==> config.mk <==
export PLATFORM = sky130hd
export DESIGN_NAME = seq_detect_prog
export DESIGN_NICKNAME = d
export VERILOG_FILES = /design/src/rtl/seq_detect_prog.sv
export SDC_FILE = /design/constraint.sdc
export NUM_CORES = 1
export LEC_CHECK = 0
export BUFFER_PORTS_ARGS = -buffer_cell sky130_fd_sc_hd__buf_2
export CAP_MARGIN = 20
export CORE_ASPECT_RATIO = 1.75
export CORE_UTILIZATION = 57
export DETAILED_ROUTE_END_ITERATION = 8
export HOLD_SLACK_MARGIN = 0.02
export PLACE_DENSITY = 0.95
export SLEW_MARGIN = 20
export SYNTH_ARGS = -nofsm -noshare
export SYNTH_HDL_FRONTEND = slang
export SYNTH_SLANG_ARGS = --single-unit
==> constraint.sdc <==
create_clock -name clk_i -period 6.8 [get_ports clk_i]
set_input_delay 0.34 -clock clk_i [delete_from_list [all_inputs] [get_ports clk_i]]
set_output_delay 0.34 -clock clk_i [all_outputs]
set_load 0.1 [all_outputs]
==> src/rtl/seq_detect_prog.sv <==
// rtl/seq_detect_prog.sv - programmable serial pattern detector with Mealy match strobe
// Optional match counter built only when SEQ_DET_CNT_EN is defined.
module seq_detect_prog #(
    parameter int               PAT_W   = 8,
    parameter int               CNT_W   = 16,
    parameter logic [PAT_W-1:0] RST_PAT = PAT_W'(8'b0000_1011),
    parameter int               RST_LEN = 4,
    parameter logic             RST_OVL = 1'b1
) (
    input  logic                       clk_i,
    input  logic                       rst_n_i,
    input  logic                       en_i,
    input  logic                       seq_vld_i,
    input  logic                       seq_i,
    input  logic                       cfg_load_i,
    input  logic [PAT_W-1:0]           cfg_pat_i,
    input  logic [$clog2(PAT_W+1)-1:0] cfg_len_i,
    input  logic                       cfg_ovl_i,
    output logic                       match_o,
    output logic [CNT_W-1:0]           match_cnt_o,
    output logic [1:0]                 state_o
);
    localparam int LW = $clog2(PAT_W + 1);
    localparam int FW = $clog2(PAT_W);

    typedef enum logic [1:0] {
        IDLE  = 2'd0,
        RUN   = 2'd1,
        FLUSH = 2'd2
    } state_t;

    state_t           state_q;
    logic [PAT_W-1:0] pat_q;
    logic [LW-1:0]    len_q;
    logic             ovl_q;
    logic [PAT_W-2:0] hist_q;
    logic [FW-1:0]    fill_q;

    logic [PAT_W-1:0] window;
    logic [PAT_W-1:0] mask;
    logic             fill_ok;
    logic [LW-1:0]    len_clamped;

    assign window      = {hist_q, seq_i};
    assign len_clamped = (cfg_len_i > LW'(PAT_W)) ? LW'(PAT_W) : cfg_len_i;

    always_comb begin
        mask = '0;
        for (int i = 0; i < PAT_W; i++) begin
            mask[i] = (i < int'(len_q));
        end
        // The len_q-1 oldest compared bits must all be real history, not leftovers.
        fill_ok = (int'(fill_q) + 1) >= int'(len_q);
    end

    assign match_o = (state_q == RUN) && seq_vld_i && !cfg_load_i && (len_q != '0)
                     && fill_ok && (((window ^ pat_q) & mask) == '0);

    always_ff @(posedge clk_i or negedge rst_n_i) begin
        if (!rst_n_i) begin
            state_q <= RUN;
            pat_q   <= RST_PAT;
            len_q   <= LW'(RST_LEN);
            ovl_q   <= RST_OVL;
            hist_q  <= '0;
            fill_q  <= '0;
        end else if (cfg_load_i) begin
            pat_q   <= cfg_pat_i;
            len_q   <= len_clamped;
            ovl_q   <= cfg_ovl_i;
            hist_q  <= '0;
            fill_q  <= '0;
            state_q <= FLUSH;
        end else begin
            case (state_q)
                IDLE: begin
                    if (en_i) state_q <= RUN;
                end
                RUN: begin
                    if (seq_vld_i) begin
                        if (match_o && !ovl_q) begin
                            fill_q <= '0;
                        end else begin
                            hist_q <= window[PAT_W-2:0];
                            if (fill_q != FW'(PAT_W - 1)) fill_q <= fill_q + FW'(1);
                        end
                    end
                    if (!en_i) state_q <= IDLE;
                end
                FLUSH: begin
                    hist_q  <= '0;
                    fill_q  <= '0;
                    state_q <= en_i ? RUN : IDLE;
                end
                default: state_q <= IDLE;
            endcase
        end
    end

    assign state_o = state_q;

`ifdef SEQ_DET_CNT_EN
    logic [CNT_W-1:0] cnt_q;

    always_ff @(posedge clk_i or negedge rst_n_i) begin
        if (!rst_n_i) begin
            cnt_q <= '0;
        end else if (cfg_load_i) begin
            cnt_q <= '0;
        end else if (match_o && !(&cnt_q)) begin
            cnt_q <= cnt_q + CNT_W'(1);
        end
    end

    assign match_cnt_o = cnt_q;
`else
    assign match_cnt_o = '0;
`endif

endmodule

# ---- Word-level counts from Yosys, hierarchy flattened
# Index checks and enable logic that the tools add are counted.
dict set report word_totals {
  regBits 25
  inputBits 19
  wordCells 58
}
dict set report op_classes {
  n_addsub 2
  n_lt_le_gt_ge 10
  eq_ne 8
  mux 15
  bitwise_logic 2
  reduce_logical 15
}
# cell n
set ops {}
lappend ops {{$mux W7} 3}
lappend ops {{$lt A3 B4 Y1 const A} 4}
lappend ops {{$ne A3 B3 Y1 const B} 5}
lappend ops {{$pmux W7 S2} 1}
lappend ops {{$mux W3} 4}
lappend ops {{$and A8 B8 Y8} 1}
lappend ops {{$logic_not A8 Y1} 1}
lappend ops {{$lt A1 B4 Y1 const A} 2}
lappend ops {{$lt A2 B4 Y1 const A} 2}
lappend ops {{$xor A8 B8 Y8} 1}
lappend ops {{$logic_and A1 B1 Y1} 6}
lappend ops {{$mux W2} 3}
lappend ops {{$pmux W2 S3} 1}
lappend ops {{$pmux W3 S2} 1}
lappend ops {{$reduce_and A3 Y1} 2}
lappend ops {{$add A3 B1 Y4 const B} 1}
lappend ops {{$ge A4 B4 Y1} 1}
lappend ops {{$gt A4 B4 Y1 const B} 1}
lappend ops {{$mux W4} 1}
lappend ops {{$ne A4 B2 Y1 const B} 1}
lappend ops {{$reduce_bool A4 Y1} 1}
lappend ops {{$add A3 B1 Y3 const B} 1}
lappend ops {{$reduce_bool A3 Y1} 1}
lappend ops {{$eq A2 B1 Y1 const B} 1}
lappend ops {{other kinds (5)} 6}

# ---- Logic depth before layout (Yosys ltp)
dict set report depth {
  ltp_word 11
  ltp_mapped 11
  depth_no_buf 9
}

# ---- Worst setup path before layout
# OpenSTA, ideal clock, no wires.
dict set report synth_timing {
  path_kind {flip-flop to output port}
  startpoint {register fill_q[0]}
  endpoint {output match_o}
  arrival_ns 2.304
  required_time_ns 6.460
  path_slack_ns 4.156
  stages_incl_launch_ff 9
  n_path_buf 0
  cell_sequence {dfrtp_1 ha_1 ha_1 ha_1 o21a_1 nor2_1 nor4_1 nand3b_1 inv_1}
}
dict set report synth_via {
  elab_chain_cells 4
}
# item line_no
set synth_lines {}
lappend synth_lines {{start, declared} 37} ;# logic [FW-1:0] fill_q;
lappend synth_lines {{start signal, assigned} 85} ;# if (fill_q != FW'(PAT_W - 1)) fill_q <= fill_q + FW'(1);
lappend synth_lines {{$add A3 B1 Y4} 53} ;# fill_ok = (int'(fill_q) + 1) >= int'(len_q);
lappend synth_lines {{$ge A4 B4 Y1} 53}
lappend synth_lines {{$logic_and A1 B1 Y1 (2 in a row)} 57} ;# && fill_ok && (((window ^ pat_q) & mask) == '0);
lappend synth_lines {{end, declared} 19} ;# output logic match_o,
# No other way between the ends.

# ---- Worst setup path after layout
# Ends and elaborated chain as after synthesis.

==> results.cfg <==
[status]
status = finished clean

[job]
max_cap_viol_count = 0

[critical_path]
path_cells = ha_1, ha_1, ha_1, a2111oi_0, nor4_1, nand3b_1, inv_1, buf_2
cp-end-kind = output pin
crit_start = fill_q[0]$_DFFE_PN0P_
max_stage_delay_ps = 800
critPathBufInv = 2
cp.arrival_ps = 2840
worstSetupPathType = flop to output pin
critical-path-top-delay-family = compound AO/OA/AOI/OAI gates
path_max_fanout = 5
reg2reg_from = fill_q[0]$_DFFE_PN0P_
worstSetupStartpointType = flop
cp_slowest_cell = a2111oi_0
critPathMostFrequentCell = ha_1
critPathRequiredTime_ps = 6460

[clocking]
cts_tree = done
clk_path_buf_depth = 2
cts_setup_buffers = 0
cts-buffers-inserted = 3
clkTransAtPathRegs_ps = 90
ctsResizeCount = 0
clockRootBuffer = clkbuf_8
clk_latency_ps = 270
cts_sinks = 25
cts_hold_buf = 0
cts_max_level = 1

[synth]
avgSynthCellArea_um2 = 10.7
synth_warnings = 0
ys_ff_latch = 25
async_reset_ff_frac = 1.00
synth_area_leaders = dfrtp_1 (31%), dfstp_2 (10%), buf_4 (7.8%)
seq_area_frac_synth = 0.414
synth_cells = 143
yosysTopAreaCell = dfrtp_1
synth_top_area_share = 0.311
synth-edff-count = 0
yosysUniqueCellTypes = 46
syn_area_um2 = 1530
synthFlopType = dfrtp_1

[timing]
tns_ps = 0
period_needed_ps = 3180
max_slew_margin = 0.351
skew_ps = 10.3
timing_hold_violations_final = 0
rsz0062_at_grt = false
worstMarginPinSlew_ps = 949
setup_violations = 0
hold_ws_ps = 37.2
timing.fmax_mhz = 315
slew_violations = 0
min_period_over_period = 0.467

[drt]
num_vias = 1147
post_drt_wl_per_cell_um = 16.6
wirelength_mm = 3.10
drtIter0Drc = 45
ant_nets = 0
viasPerCell = 6.13
drtPass1Iterations = 4
drc = 0

[floorplan]
dieArea_um2 = 2900
start_util = 0.607
fp-row-count = 24
dieHeight_um = 70.5
die_width_um = 41.2
core_area_um2 = 2520
pin_count = 38

[pwr]
p_sw_frac = 0.356
p_int_mw = 0.228
seqPwrFrac = 0.483
p_comb_frac = 0.272
p_clk_frac = 0.245
p_sw_mw = 0.126
cellLeakagePower_nw = 0.765
ir_drop_mv = 0.191
powerDensity_nw_per_um2 = 219

[placement]
dpl.hpwl_mm = 2.38
portBuffers = 21
gp_congestion = 0.925
postPlaceCellArea_um2 = 1570

[final_layout]
design_area_um2 = 1620
nets = 187
syn2layout_area_growth_pct = 5.72
drive_gt1_frac = 0.292
antenna_cells = 0

[hold_path]
hold_class = input port to asynchronous set/reset pin

[global_routing]
grt-ovfl-total = 0
antenna_found_initial = 0
grt_pass1_vias = 1153
grt_use_total = 0.262
grt_first_pass_wirelength_mm = 5.20
grt_max_degree = 26
state kept, by name (all words and copies together) (netlist names):
name,cells
ovl_q,1
state_o,2
pat_q,8
len_q,4
hist_q,7
fill_q,3
per-layer routing:
layer,track usage,share of wire
met4,0.154,0.049
met1,0.315,0.34
met5,0,0
met2,0.417,0.56
met3,0.0345,0.054
cell usage after synthesis (all sizes together), types with 2 or more instances:
master    n
a31o      7
a2111oi   2
nor4      2
a21oi     2
a31oi     2
a32o      2
dfstp     6
o21ai     6
mux2      9
buf      19
a21boi    7
clkbuf    3
dfrtp    19
xor2      3
nand2     5
nor2      3
nor2b     2
a22o      2
inv       8
nand3b    4
xnor2     5
ha        6
per-stage QoR:
stage	utilization	total power, mW	cells	worst slack [ps]
global route	0.641	0.368	187	3520
detailed placement	0.624	0.268	183	4110
global placement	0.624	0.264	183	4190
finish	0.641	0.354	187	3620
CTS	0.641	0.354	187	3710
floorplan	-	0.257	158	4160
worst register-to-register path, cell delays in order (launching register included):
cell       delay, ps
dfrtp_1          430
ha_1             220
ha_1             290
ha_1             200
a2111oi_0        800
nor4_1           160
nand4bb_1        310
and2_4           260
a32o_1           180
area by class of cell:
type / instances / area [µm²]
Multi-Input combinational cell: 103 / 772
Tap cell: 26 / 32.5
Fill cell: 204 / 905
Inverter: 8 / 30.0
Sequential cell: 25 / 633
Timing Repair Buffer: 21 / 105
Clock buffer: 4 / 45.0
worst paths after layout:
path                                          end  slack [ps]  depth (start not counted)
max in group asynchronous       ovl_q$_DFFE_PN1P_        6390                          1
min reg2reg                state_o[0]$_DFFE_PN1P_         480                          1
min in group clk_i         state_o[0]$_DFFE_PN1P_         240                          3
max reg2reg                 fill_q[2]$_DFFE_PN0P_        3890                          8
min                          pat_q[6]$_DFFE_PN0P_          40                          1
max                                       match_o        3620                          8
power by group through the flow:
stage	clock network (mW)	logic (mW)	registers, mW
2_1_floorplan	0	0.0826	0.175
3_3_place_gp	0	0.0919	0.172
3_5_place_dp	0	0.0945	0.173
4_1_cts	0.0873	0.0957	0.171
5_1_grt	0.0931	0.103	0.172
6_report	0.0865	0.0962	0.171
kinds of logic (layout without fill, tap and decap cells):
family / count (synthesis) / in the layout / share of synthesized area
other cells: 1 / 16 / 0.00245
xor+xnor: 8 / 8 / 0.0458
buf+inv: 30 / 33 / 0.119
simple gates: 25 / 25 / 0.111
compound gates: 39 / 39 / 0.193
mux: 9 / 9 / 0.0662
flops: 25 / 25 / 0.414
fa+ha+maj: 6 / 6 / 0.0491
placed cells by master (no fill, tap or decap), types with 2 or more instances in the layout:
| master | count |
|---|---|
| a2111oi_0 | 2 |
| a21boi_0 | 7 |
| a21oi_1 | 2 |
| a22o_1 | 2 |
| a31o_2 | 6 |
| a31oi_1 | 2 |
| a32o_1 | 2 |
| buf_2 | 21 |
| clkbuf_8 | 3 |
| conb_1 | 16 |
| dfrtp_1 | 19 |
| dfstp_2 | 6 |
| ha_1 | 6 |
| inv_1 | 8 |
| mux2_2 | 9 |
| nand2_1 | 5 |
| nand3b_1 | 4 |
| nor2_1 | 3 |
| nor2b_1 | 2 |
| o21ai_0 | 6 |
| xnor2_1 | 5 |
| xor2_1 | 3 |
Power figures use the tool's default switching activity.
